## src/rtl/updown_mod_counter.sv

```systemverilog
// Synchronous loadable modulo-N up/down counter.
// Terminal count is combinational so stages can be cascaded on one clock.
module updown_mod_counter #(
  parameter int WIDTH   = 4,
  parameter int MODULUS = 10
) (
  input  logic             clk,
  input  logic             rst,
  input  logic             en,
  input  logic             up,
  input  logic             sat,
  input  logic             load,
  input  logic [WIDTH-1:0] load_val,
  input  logic             clr_ovf,
  output logic [WIDTH-1:0] q,
  output logic             tc,
  output logic             wrap,
  output logic             ovf
);

  // Range end kept one bit wider so MODULUS = 2^WIDTH still compares correctly
  localparam logic [WIDTH:0]   TOP   = (WIDTH+1)'(MODULUS - 1);
  localparam logic [WIDTH-1:0] TOP_Q = TOP[WIDTH-1:0];

  logic [WIDTH:0]   q_ext;
  logic [WIDTH:0]   lv_ext;
  logic             at_top;
  logic             at_bot;
  logic [WIDTH-1:0] q_next;
  logic             wrap_next;
  logic             ovf_set;
  logic             ovf_next;

  assign q_ext  = {1'b0, q};
  assign lv_ext = {1'b0, load_val};
  assign at_top = (q_ext == TOP);
  assign at_bot = (q_ext == '0);

  assign tc = en & ((up & at_top) | (~up & at_bot));

  always_comb begin
    q_next    = q;
    wrap_next = 1'b0;
    ovf_set   = 1'b0;
    if (load) begin
      if (lv_ext <= TOP) begin
        q_next = load_val;
      end else begin
        q_next  = TOP_Q;
        ovf_set = 1'b1;
      end
    end else if (en) begin
      if (up) begin
        if (!at_top) begin
          q_next = q + WIDTH'(1);
        end else if (!sat) begin
          q_next    = '0;
          wrap_next = 1'b1;
          ovf_set   = 1'b1;
        end else begin
          ovf_set = 1'b1;
        end
      end else begin
        if (!at_bot) begin
          q_next = q - WIDTH'(1);
        end else if (!sat) begin
          q_next    = TOP_Q;
          wrap_next = 1'b1;
          ovf_set   = 1'b1;
        end else begin
          ovf_set = 1'b1;
        end
      end
    end
  end

  // A set event on the same edge as clr_ovf leaves the flag high
  assign ovf_next = ovf_set | (ovf & ~clr_ovf);

  always_ff @(posedge clk or posedge rst) begin
    if (rst) begin
      q    <= '0;
      wrap <= 1'b0;
      ovf  <= 1'b0;
    end else begin
      q    <= q_next;
      wrap <= wrap_next;
      ovf  <= ovf_next;
    end
  end

endmodule

```

## config.mk

```make
export PLATFORM = sky130hd
export DESIGN_NAME = updown_mod_counter
export DESIGN_NICKNAME = d
export VERILOG_FILES = /design/src/rtl/updown_mod_counter.sv
export SDC_FILE = /design/constraint.sdc
export NUM_CORES = 1
export LEC_CHECK = 0
export ABC_AREA = 1
export CORE_AREA = 3 3 40 42
export CTS_BUF_LIST = sky130_fd_sc_hd__clkbuf_8
export DETAILED_ROUTE_END_ITERATION = 8
export DIE_AREA = 0 0 43 45
export PLACE_DENSITY = 0.72
export SLEW_MARGIN = 25
export SYNTH_ARGS = -nofsm -noshare
export SYNTH_HDL_FRONTEND = slang
export SYNTH_SLANG_ARGS = --single-unit
```

## constraint.sdc

```tcl
create_clock -name clk -period 1.14 [get_ports clk]
set_input_delay 0.171 -clock clk [delete_from_list [all_inputs] [get_ports clk]]
set_output_delay 0.171 -clock clk [all_outputs]
set_load 0.005 [all_outputs]
```

==> impl_metrics.py <==
metrics = {
    "outcome": {
        "run_status": "finished, violations left",
        "failed_checks": "setup timing",
    },
    "yosys": {
        "synth.lib_cells_used.distinct": 16,
        "synth_commonest_cells": "37 x sky130_fd_sc_hd__nand2_1, 8 x sky130_fd_sc_hd__inv_1, 8 x sky130_fd_sc_hd__nand3_1",
        "synth.most_common_cell": "sky130_fd_sc_hd__nand2_1",
        "syn_area_um2": 529.3,
        "synth_seq_area_share_pct": 28.37,
        "synth_async_sr_flop_share_pct": 100.0,
        "synth.avg_cell_area_um2": 6.154,
        "synth-edff-count": 0,
        "yosysWarningCount": 0,
        "postSynthNetCount": 97,
        "ys.flop_type": "sky130_fd_sc_hd__dfrtp_1",
        "ys_ff_latch": 6,
        "synth_top_area_share_pct": 28.37,
        "synth_top_cell_by_area": "sky130_fd_sc_hd__dfrtp_1",
        "synth_top_area_cells": "sky130_fd_sc_hd__dfrtp_1 28%, sky130_fd_sc_hd__nand2_1 26%, sky130_fd_sc_hd__nand3_1 7.6%",
        "synthCells": 86,
    },
    "routing": {
        "via_per_inst": 5.132,
        "vias": 780,
        "drtPass1Iterations": 4,
        "detail-route-antenna-nets": 0,
        "initialDrtViolationCount": 28,
        "routed_wire_length_per_instance_um": 13.64,
        "route.detailed.drc": 0,
        "drt_wl_total_mm": 2.073,
    },
    "power": {
        "power.share.sequential_pct": 20.5,
        "clock_power_share_pct": 22.2,
        "ir_drop_uv": 1229,
        "power.density_cell_area_mw_per_mm2": 1348,
        "total_switching_power_w": 0.0005300,
        "power_switching_share_pct": 36.25,
        "cellInternalPower_w": 0.0009321,
        "leakagePower_nw": 0.6214,
        "pwr-share-comb_pct": 57.3,
    },
    "sta": {
        "hold_violation_count_in_the_final_report": 0,
        "final_worst_path_cycle_share_pct": 127.5,
        "final_critical_path_setup_slack_ns": -0.3137,
        "fin_worst_skew_ns": 0.003738,
        "rsz0062_at_grt": "true",
        "fin_crit_ns": 1.454,
        "setup_viol": 10,
        "max_freq_mhz": 687.9,
        "slew_limit_fails": 0,
        "timing_worst_slew_pin_value_ns": 0.2346,
        "slew-limit-headroom_pct": 84.35,
    },
    "floorplanning": {
        "y_dimension_of_the_die_um": 45,
        "top_level_ports": 18,
        "floorplan.die_area_mm2": 0.001935,
        "total_core_area_mm2": 0.001285,
        "initial_utilization_pct": 41.19,
        "core.rowCount": 13,
        "dieWidth_um": 43,
    },
    "worst_setup_path": {
        "reg2reg_from": "q[1]",
        "rrSetupSlack_ns": -0.31,
        "crit_fanout": 3,
        "worst_r2r_path_depth": 11,
        "reg2reg_to": "q[1]",
        "crit_path_end_kind": "flip-flop",
        "start_kind": "flip-flop",
        "critical_path_rt_ns": 1.25,
        "timing.setup.critical_path_class": "flip-flop to flip-flop",
        "arrival_ns": 1.56,
    },
    "global_route": {
        "grt_max_degree": 7,
        "vias_in_the_first_global_route": 765,
        "global_route_wire_length_before_repair_mm": 3.153,
        "global_route.usage.total_pct": 22.67,
        "global_route.overflow_total": 0,
        "initial_antenna_violation_count": 0,
    },
    "layout": {
        "area.growth.synth_to_final_pct": 105.0,
        "fin_util_pct": 84.42,
        "n_fill_cell": 83,
        "num_antenna_cells": 0,
        "drive_above_1_share_pct": 46.72,
        "finish.net_count": 150,
    },
    "cts": {
        "cts_root_buf": "sky130_fd_sc_hd__clkbuf_8",
        "cts_hold_buffers": 0,
        "tritoncts_clock_tree": "built",
        "clock_h_tree_levels": 1,
        "clock_sinks": 6,
        "clk-insertion-delay-late_ns": 0.23,
        "number_of_buffers_on_the_longest_clock_path": 2,
        "cts-buffers-inserted": 3,
        "worst_setup_hold_path_clk_slew_ns": 0.04,
    },
    "worst_hold_path": {
        "min-delay-path-class": "input pin to async pin",
    },
    "placed_design": {
        "place_ws_ns": -0.5227,
        "routabilityCongestion": 0.7819,
        "io_buffers": 17,
        "hpwlAfterDp_mm": 1.298,
    },
    "job": {
        "maxCapViolations": 0,
    },
}
metal layers:
metal / up-vias / track usage (%) / share of wire [%]
li1: 372 / - / -
met5: - / 0 / 0
met3: 14 / 5.578 / 6.3
met4: 0 / 15.06 / 5.2
met2: 35 / 41.92 / 53
met1: 359 / 22.47 / 35
flip-flops by register name (all words and copies together) (netlist names):
register and count:
q 4, ovf 1, wrap 1
stage by stage:
stage	area [µm²]	instances	total power (W)	hold slack, ns	setup TNS [ns]
6_report	1085	152	0.001462	0.1589	-2.084
5_1_grt	1085	152	0.001555	0.1808	-2.583
4_1_cts	1005	146	0.001324	0.1618	-1.305
3_5_place_dp	874.6	136	0.0008818	0.3979	-2.342
3_3_place_gp	874.6	136	0.0008640	0.3952	-2.133
2_1_floorplan	550.5	86	0.0005735	-0.03818	-0.1906
power by group through the flow:
stage	sequential (W)	clock [W]	combinational (W)
floorplan	0.000301	0	0.000272
global placement	0.000291	0	0.000573
detailed placement	0.000292	0	0.000589
CTS	0.000293	0.000322	0.000710
global route	0.000305	0.000347	0.000904
finish	0.000299	0.000325	0.000838
worst max-delay path, stage by stage, from the launching register on:
cell	delay [ns]
sky130_fd_sc_hd__dfrtp_2	0.43
sky130_fd_sc_hd__buf_4	0.15
sky130_fd_sc_hd__buf_6	0.10
sky130_fd_sc_hd__buf_4	0.14
sky130_fd_sc_hd__nand2_4	0.07
sky130_fd_sc_hd__nand2_1	0.05
sky130_fd_sc_hd__nand2_1	0.06
sky130_fd_sc_hd__nand2_1	0.07
sky130_fd_sc_hd__nand2_1	0.08
sky130_fd_sc_hd__nand2_1	0.06
sky130_fd_sc_hd__nand2_1	0.06
sky130_fd_sc_hd__nand2_1	0.06
cell type report:
type	instances	area [µm²]	share of cell area [%]
sequential	6	153.9	14.19
timing repair buffer	49	436.7	40.25
clock buffer	3	41.29	3.806
multi-input combinational	68	392.9	36.22
tap	15	18.77	1.730
inverter	11	41.29	3.806
logic make-up after synthesis:
logic type | count (synthesis) | synth area share [%]
AO/OA/AOI/OAI | 5 | 5.436
AND/OR/NAND/NOR | 63 | 57.45
flip-flops | 6 | 28.37
buffers and inverters | 12 | 8.746
what timing repair did:
action,in CTS,in global routing
buffers inserted,7,8
endpoints found under the setup margin,13,11
pin swaps,5,8
endpoints found under the hold margin,0,0
gates resized for setup,29,15
worst max-delay path by stage:
stage	depth (start not counted)	start	end	slack, ns
6_report	11	q[1]	q[1]	-0.31
5_1_grt	11	q[1]	q[2]	-0.36
2_1_floorplan	8	q[1]	q[1]	-0.05
4_1_cts	8	q[2]	tc	-0.27
3_3_place_gp	7	up	tc	-0.51
3_5_place_dp	7	up	tc	-0.52
cell usage in the layout (no fill, tap or decap), drive strengths merged:
cell / n
nand2: 40
buf: 34
inv: 11
nor2: 10
clkdlybuf4s50: 9
nand3: 8
dfrtp: 6
clkbuf: 5
o21ai: 4
nand4: 3
dlygate4sd2: 3
nand3b: 2
a21oi: 1
dlymetal6s2s: 1
Power figures use the tool's default switching activity.
